`config.mk`:
```
export PLATFORM = sky130hd
export DESIGN_NAME = imem_boot_ctrl
export DESIGN_NICKNAME = d
export VERILOG_FILES = /design/src/rtl/imem_boot_ctrl.sv
export SDC_FILE = /design/constraint.sdc
export NUM_CORES = 1
export LEC_CHECK = 0
export CAP_MARGIN = 20
export CORE_AREA = 3 3 111 113
export CTS_BUF_LIST = sky130_fd_sc_hd__clkbuf_4 sky130_fd_sc_hd__clkbuf_8
export CTS_CLUSTER_SIZE = 25
export DETAILED_ROUTE_END_ITERATION = 16
export DIE_AREA = 0 0 114 116
export HOLD_SLACK_MARGIN = 0.1
export PLACE_DENSITY = 0.95
export SYNTH_ARGS = -nofsm -noshare
export SYNTH_HDL_FRONTEND = slang
export SYNTH_SLANG_ARGS = --single-unit
```
`constraint.sdc`:
```
create_clock -name clk_i -period 7.1 [get_ports clk_i]
set_clock_uncertainty 0.2 [all_clocks]
set_input_delay 0.71 -clock clk_i [delete_from_list [all_inputs] [get_ports clk_i]]
set_output_delay 0.71 -clock clk_i [all_outputs]
set_load 0.03 [all_outputs]
```
`src/rtl/imem_boot_ctrl.sv`:
```
// Boot sequencer: streams a byte-wide program into instruction memory as
// little-endian 32-bit words starting at START_WORD, then releases the core
// from reset and supervises its run until halt or a cycle budget expires.
module imem_boot_ctrl #(
  parameter int unsigned START_WORD = 32,
  parameter int unsigned MAX_WORDS  = 1024,
  parameter int unsigned RESET_HOLD = 4,
  parameter int unsigned RUN_CYCLES = 300,
  parameter int unsigned CNT_W      = 16
) (
  input  logic             clk_i,
  input  logic             rst_ni,
  input  logic             start_i,
  input  logic [CNT_W-1:0] word_count_i,
  input  logic             load_valid_i,
  input  logic [7:0]       load_data_i,
  output logic             load_ready_o,
  output logic             mem_req_o,
  output logic             mem_we_o,
  output logic [3:0]       mem_be_o,
  output logic [31:0]      mem_addr_o,
  output logic [31:0]      mem_wdata_o,
  input  logic             mem_gnt_i,
  output logic             core_rst_no,
  output logic             fetch_enable_o,
  input  logic             halt_i,
  output logic             busy_o,
  output logic             done_o,
  output logic             timeout_o,
  output logic [CNT_W-1:0] words_loaded_o
);

  typedef enum logic [2:0] {
    S_IDLE,
    S_LOAD,
    S_WRITE,
    S_HOLD,
    S_RUN,
    S_DONE,
    S_TIMEOUT
  } state_t;

  localparam logic [CNT_W-1:0] MAX_CNT   = CNT_W'(MAX_WORDS);
  localparam logic [CNT_W-1:0] HOLD_LAST = CNT_W'(RESET_HOLD - 1);
  localparam logic [CNT_W-1:0] RUN_LAST  = CNT_W'(RUN_CYCLES - 1);

  state_t           r_state;
  logic [CNT_W-1:0] r_count;
  logic [CNT_W-1:0] r_word_idx;
  logic [1:0]       r_byte_idx;
  logic [CNT_W-1:0] r_hold_cnt;
  logic [CNT_W-1:0] r_run_cnt;
  logic             r_load_ready;
  logic             r_mem_req;
  logic [31:0]      r_addr;
  logic [31:0]      r_wdata;
  logic             r_core_rst_n;
  logic             r_fetch_en;
  logic             r_busy;
  logic             r_done;
  logic             r_timeout;

  logic [CNT_W-1:0] w_count_clamped;
  logic [CNT_W-1:0] w_next_idx;
  logic [31:0]      w_word_addr;

  // Requests beyond MAX_WORDS are silently clamped; the word address is the
  // byte address of the word currently being assembled.
  assign w_count_clamped = (word_count_i > MAX_CNT) ? MAX_CNT : word_count_i;
  assign w_next_idx      = r_word_idx + CNT_W'(1);
  assign w_word_addr     = (32'(START_WORD) + 32'(r_word_idx)) << 2;

  // Sequencer: every output is a direct register copy so nothing glitches
  // towards the memory or the core pins.
  always_ff @(posedge clk_i or negedge rst_ni) begin
    if (!rst_ni) begin
      r_state      <= S_IDLE;
      r_count      <= '0;
      r_word_idx   <= '0;
      r_byte_idx   <= '0;
      r_hold_cnt   <= '0;
      r_run_cnt    <= '0;
      r_load_ready <= 1'b0;
      r_mem_req    <= 1'b0;
      r_addr       <= '0;
      r_wdata      <= '0;
      r_core_rst_n <= 1'b0;
      r_fetch_en   <= 1'b0;
      r_busy       <= 1'b0;
      r_done       <= 1'b0;
      r_timeout    <= 1'b0;
    end else begin
      case (r_state)
        S_IDLE, S_DONE, S_TIMEOUT: begin
          if (start_i) begin
            r_count      <= w_count_clamped;
            r_word_idx   <= '0;
            r_byte_idx   <= '0;
            r_done       <= 1'b0;
            r_timeout    <= 1'b0;
            r_core_rst_n <= 1'b0;
            r_fetch_en   <= 1'b0;
            r_busy       <= 1'b1;
            if (w_count_clamped == '0) begin
              r_state    <= S_HOLD;
              r_hold_cnt <= '0;
            end else begin
              r_state      <= S_LOAD;
              r_load_ready <= 1'b1;
            end
          end
        end

        S_LOAD: begin
          if (r_load_ready && load_valid_i) begin
            r_wdata[{r_byte_idx, 3'b000} +: 8] <= load_data_i;
            r_byte_idx <= r_byte_idx + 2'd1;
            if (r_byte_idx == 2'd3) begin
              r_load_ready <= 1'b0;
              r_mem_req    <= 1'b1;
              r_addr       <= w_word_addr;
              r_state      <= S_WRITE;
            end
          end
        end

        S_WRITE: begin
          if (mem_gnt_i) begin
            r_mem_req  <= 1'b0;
            r_word_idx <= w_next_idx;
            if (w_next_idx == r_count) begin
              r_state    <= S_HOLD;
              r_hold_cnt <= '0;
            end else begin
              r_state      <= S_LOAD;
              r_load_ready <= 1'b1;
            end
          end
        end

        S_HOLD: begin
          if (r_hold_cnt == HOLD_LAST) begin
            r_state      <= S_RUN;
            r_core_rst_n <= 1'b1;
            r_fetch_en   <= 1'b1;
            r_run_cnt    <= '0;
          end else begin
            r_hold_cnt <= r_hold_cnt + CNT_W'(1);
          end
        end

        S_RUN: begin
          r_run_cnt <= r_run_cnt + CNT_W'(1);
          if (halt_i) begin
            r_state    <= S_DONE;
            r_fetch_en <= 1'b0;
            r_busy     <= 1'b0;
            r_done     <= 1'b1;
          end else if (r_run_cnt == RUN_LAST) begin
            r_state    <= S_TIMEOUT;
            r_fetch_en <= 1'b0;
            r_busy     <= 1'b0;
            r_done     <= 1'b1;
            r_timeout  <= 1'b1;
          end
        end

        default: begin
          r_state <= S_IDLE;
        end
      endcase
    end
  end

  assign load_ready_o   = r_load_ready;
  assign mem_req_o      = r_mem_req;
  assign mem_we_o       = r_mem_req;
  assign mem_be_o       = {4{r_mem_req}};
  assign mem_addr_o     = r_addr;
  assign mem_wdata_o    = r_wdata;
  assign core_rst_no    = r_core_rst_n;
  assign fetch_enable_o = r_fetch_en;
  assign busy_o         = r_busy;
  assign done_o         = r_done;
  assign timeout_o      = r_timeout;
  assign words_loaded_o = r_word_idx;

endmodule

```
==> flow_metrics.env <==
export IMPL_route_detailed_drc=0
export IMPL_syn_avg_cell_area_sq_um=8.88
export IMPL_overflow=0
export IMPL_htreeDepth=4
export IMPL_max_freq_ghz=0.306
export IMPL_num_io_pins=122
export IMPL_tightest_slew_ns=1.08
export IMPL_peakVddDrop_mv=0.260
export IMPL_ctsLongestPathBuffers=2
export IMPL_synthesis_area_sq_mm=0.00674
export IMPL_postCtsSetupBuffers=0
export IMPL_crit_type="flop to flop"
export IMPL_setup_tns_ns=0
export IMPL_cts_tree="built"
export IMPL_setup_viol=0
export IMPL_period_share_pct=46.1
export IMPL_synth_seq_area_share_pct=46.4
export IMPL_maxCapViolCount=0
export IMPL_hold_buffers=0
export IMPL_whs_ns=0.0887
export IMPL_synth_enable_flop_cells=0
export IMPL_fin_nets=877
export IMPL_cp_arrival_ns=3.43
export IMPL_status="complete, no violations"
export IMPL_synth_area_leaders="dfrtp_1 (46%), nand2_1 (8.0%), o21ai_0 (6.2%)"
export IMPL_fillers=809
export IMPL_wirelength_mm=16.5
export IMPL_p_leak_uw=0.00351
export IMPL_cts_inserted_buffers=17
export IMPL_critPathCaptureType="flop"
export IMPL_ant_nets=0
export IMPL_synth_async_reset_ratio_pct=100
export IMPL_power_density_mw_per_mm2=311
export IMPL_diodes=0
export IMPL_final_common_cell="nand2_1"
export IMPL_synth_ff_latch_count=125
export IMPL_r2r_cells=5
export IMPL_synth_top_area_cell="dfrtp_1"
export IMPL_synth_main_ff_cell="dfrtp_1"
export IMPL_dieArea_sq_mm=0.0132
export IMPL_hpwl_mm=11.4
export IMPL_grt_pass1_vias=5369
export IMPL_grt_pass1_wl_mm=26.6
export IMPL_start_kind="flop"
export IMPL_cts_sinks=125
export IMPL_finalHoldViolations=0
export IMPL_core_sq_mm=0.0114
export IMPL_cts_resized=0
export IMPL_crit_path_max_fanout=22
export IMPL_drtPass1Iterations=5
export IMPL_crit_required_ns=7.26
export IMPL_rows=39
export IMPL_reg2reg_setup_slack_ns=3.83
export IMPL_place_congestion=0.882
export IMPL_post_drt_wl_per_cell_um=16.6
export IMPL_fin_crit_ns=3.27
export IMPL_dieHeight_um=116
export IMPL_fp_dieW_um=114
export IMPL_syn_inst=759
export IMPL_synth_warnings=0
export IMPL_viasPerCell=5.91
export IMPL_layout_common_cells="nand2_1 (144), dfrtp_1 (125), clkdlybuf4s50_1 (105)"
export IMPL_synth_top_area_share_pct=46.4
export IMPL_antenna_found_initial=0
export IMPL_grt_max_degree=76
export IMPL_grt_use_total_pct=24.9
export IMPL_r2r_start="r_state[0]"
export IMPL_start_util_pct=59.0
export IMPL_hold_path_class="input port to async pin"
export IMPL_rsz0062_at_grt="no"
export IMPL_r2r_end="r_count[4]"
export IMPL_area_growth_pct=21.4
export IMPL_portBuffers=106
export IMPL_via_count=5872
export IMPL_power_uw=2540
export IMPL_relSlewSlack_pct=27.8
export IMPL_slew_viol_final=0
export IMPL_cts_reportedPaths_clkPinSlew_ns=0.07
export IMPL_synth_cell_types=64
export IMPL_drive_gt1_share_pct=6.46
export IMPL_drtIter0Drc=586
export IMPL_cts_root_buf="clkbuf_8"
export IMPL_insertion_delay_ns=0.43
==> power by group <==
part,switching [uW],leakage [uW],internal [uW]
sequential,156,0.00170,829
combinational,535,0.00157,314
clock,269,0.000238,439
==> worst max path at each step <==
| stage | from | endpoint | slack, ns | cells after the start |
|---|---|---|---|---|
| 6_report | r_state[0] | r_count[4] | 3.83 | 5 |
| 5_1_grt | r_state[0] | r_count[4] | 3.58 | 5 |
| 4_1_cts | r_state[0] | r_count[4] | 3.88 | 5 |
| 3_5_place_dp | word_count_i[13] | r_hold_cnt[3] | 3.68 | 8 |
| 3_3_place_gp | start_i | r_count[0] | 3.81 | 4 |
| 2_1_floorplan | words_loaded_o[5] | r_hold_cnt[15] | 4.26 | 10 |
==> flip-flops by register name, indices dropped and copies added (netlist names) <==
name and flops:
mem_wdata_o 32, core_rst_no 1, r_run_cnt 16, timeout_o 1, fetch_enable_o 1, words_loaded_o 16, r_byte_idx 2, r_count 16
r_hold_cnt 16, busy_o 1, mem_req_o 1, mem_addr_o 17, load_ready_o 1, done_o 1, r_state 3
==> per-layer routing <==
| metal | wire [um] | global-route usage, % | vias to the layer above |
|---|---|---|---|
| met5 | 0 | 0 | - |
| li1 | - | - | 2785 |
| met4 | 299 | 7.21 | 0 |
| met3 | 1220 | 5.38 | 29 |
| met2 | 8030 | 39.6 | 277 |
| met1 | 6980 | 34.7 | 2781 |
==> area by class of cell <==
cell class / count / area, sq um / share of cell area, %
Clock inverter: 6 / 130 / 1.59
Clock buffer: 26 / 327 / 3.99
Tap cell: 143 / 179 / 2.19
Multi-Input combinational cell: 557 / 3210 / 39.2
Sequential cell: 125 / 3130 / 38.2
Timing Repair Buffer: 109 / 1100 / 13.5
Inverter: 28 / 105 / 1.28
==> Yosys cell counts, types with 9 or more instances <==
master and n:
nand2_1 144, dfrtp_1 125, o21ai_0 83, nor2_1 40
nand3_1 33, inv_1 28, buf_4 26, nor3_1 25
clkbuf_1 23, xnor2_1 23, a22o_1 13, a21oi_1 12
o211ai_1 11, and3_1 10, buf_2 10, nand4_1 10
o31ai_1 10, ha_1 9
==> cells by family (layout without fill, tap and decap cells) <==
logic type / after synthesis / count (layout) / share of synthesized area [%]
adder cells (fa/ha/maj): 9 / 9 / 1.67
flip-flops: 125 / 125 / 46.4
XOR/XNOR: 31 / 31 / 4.03
multiplexers: 7 / 7 / 1.04
other: 1 / 15 / 0.0556
AND/OR/NAND/NOR: 322 / 322 / 23.7
AO/OA/AOI/OAI: 173 / 173 / 16.2
buffers and inverters: 91 / 169 / 6.81
==> stage by stage <==
| stage | utilization (%) | setup WS [ns] | instance area [sq um] | instances |
|---|---|---|---|---|
| finish | 71.6 | 3.83 | 8180 | 994 |
| global route | 71.6 | 3.58 | 8180 | 994 |
| CTS | 71.4 | 3.88 | 8150 | 993 |
| detailed placement | 67.4 | 3.68 | 7690 | 961 |
| global placement | 67.4 | 3.81 | 7690 | 961 |
| floorplan | - | 4.26 | 6790 | 773 |
==> worst max-delay path: stages, from the launching register on <==
cell and delay (ns):
dfrtp_1 0.76, xor2_1 0.21, mux2i_1 0.31, nand2_1 0.48, a2111oi_2 0.99, a22o_1 0.25
(Power assumes the default switching activity.)
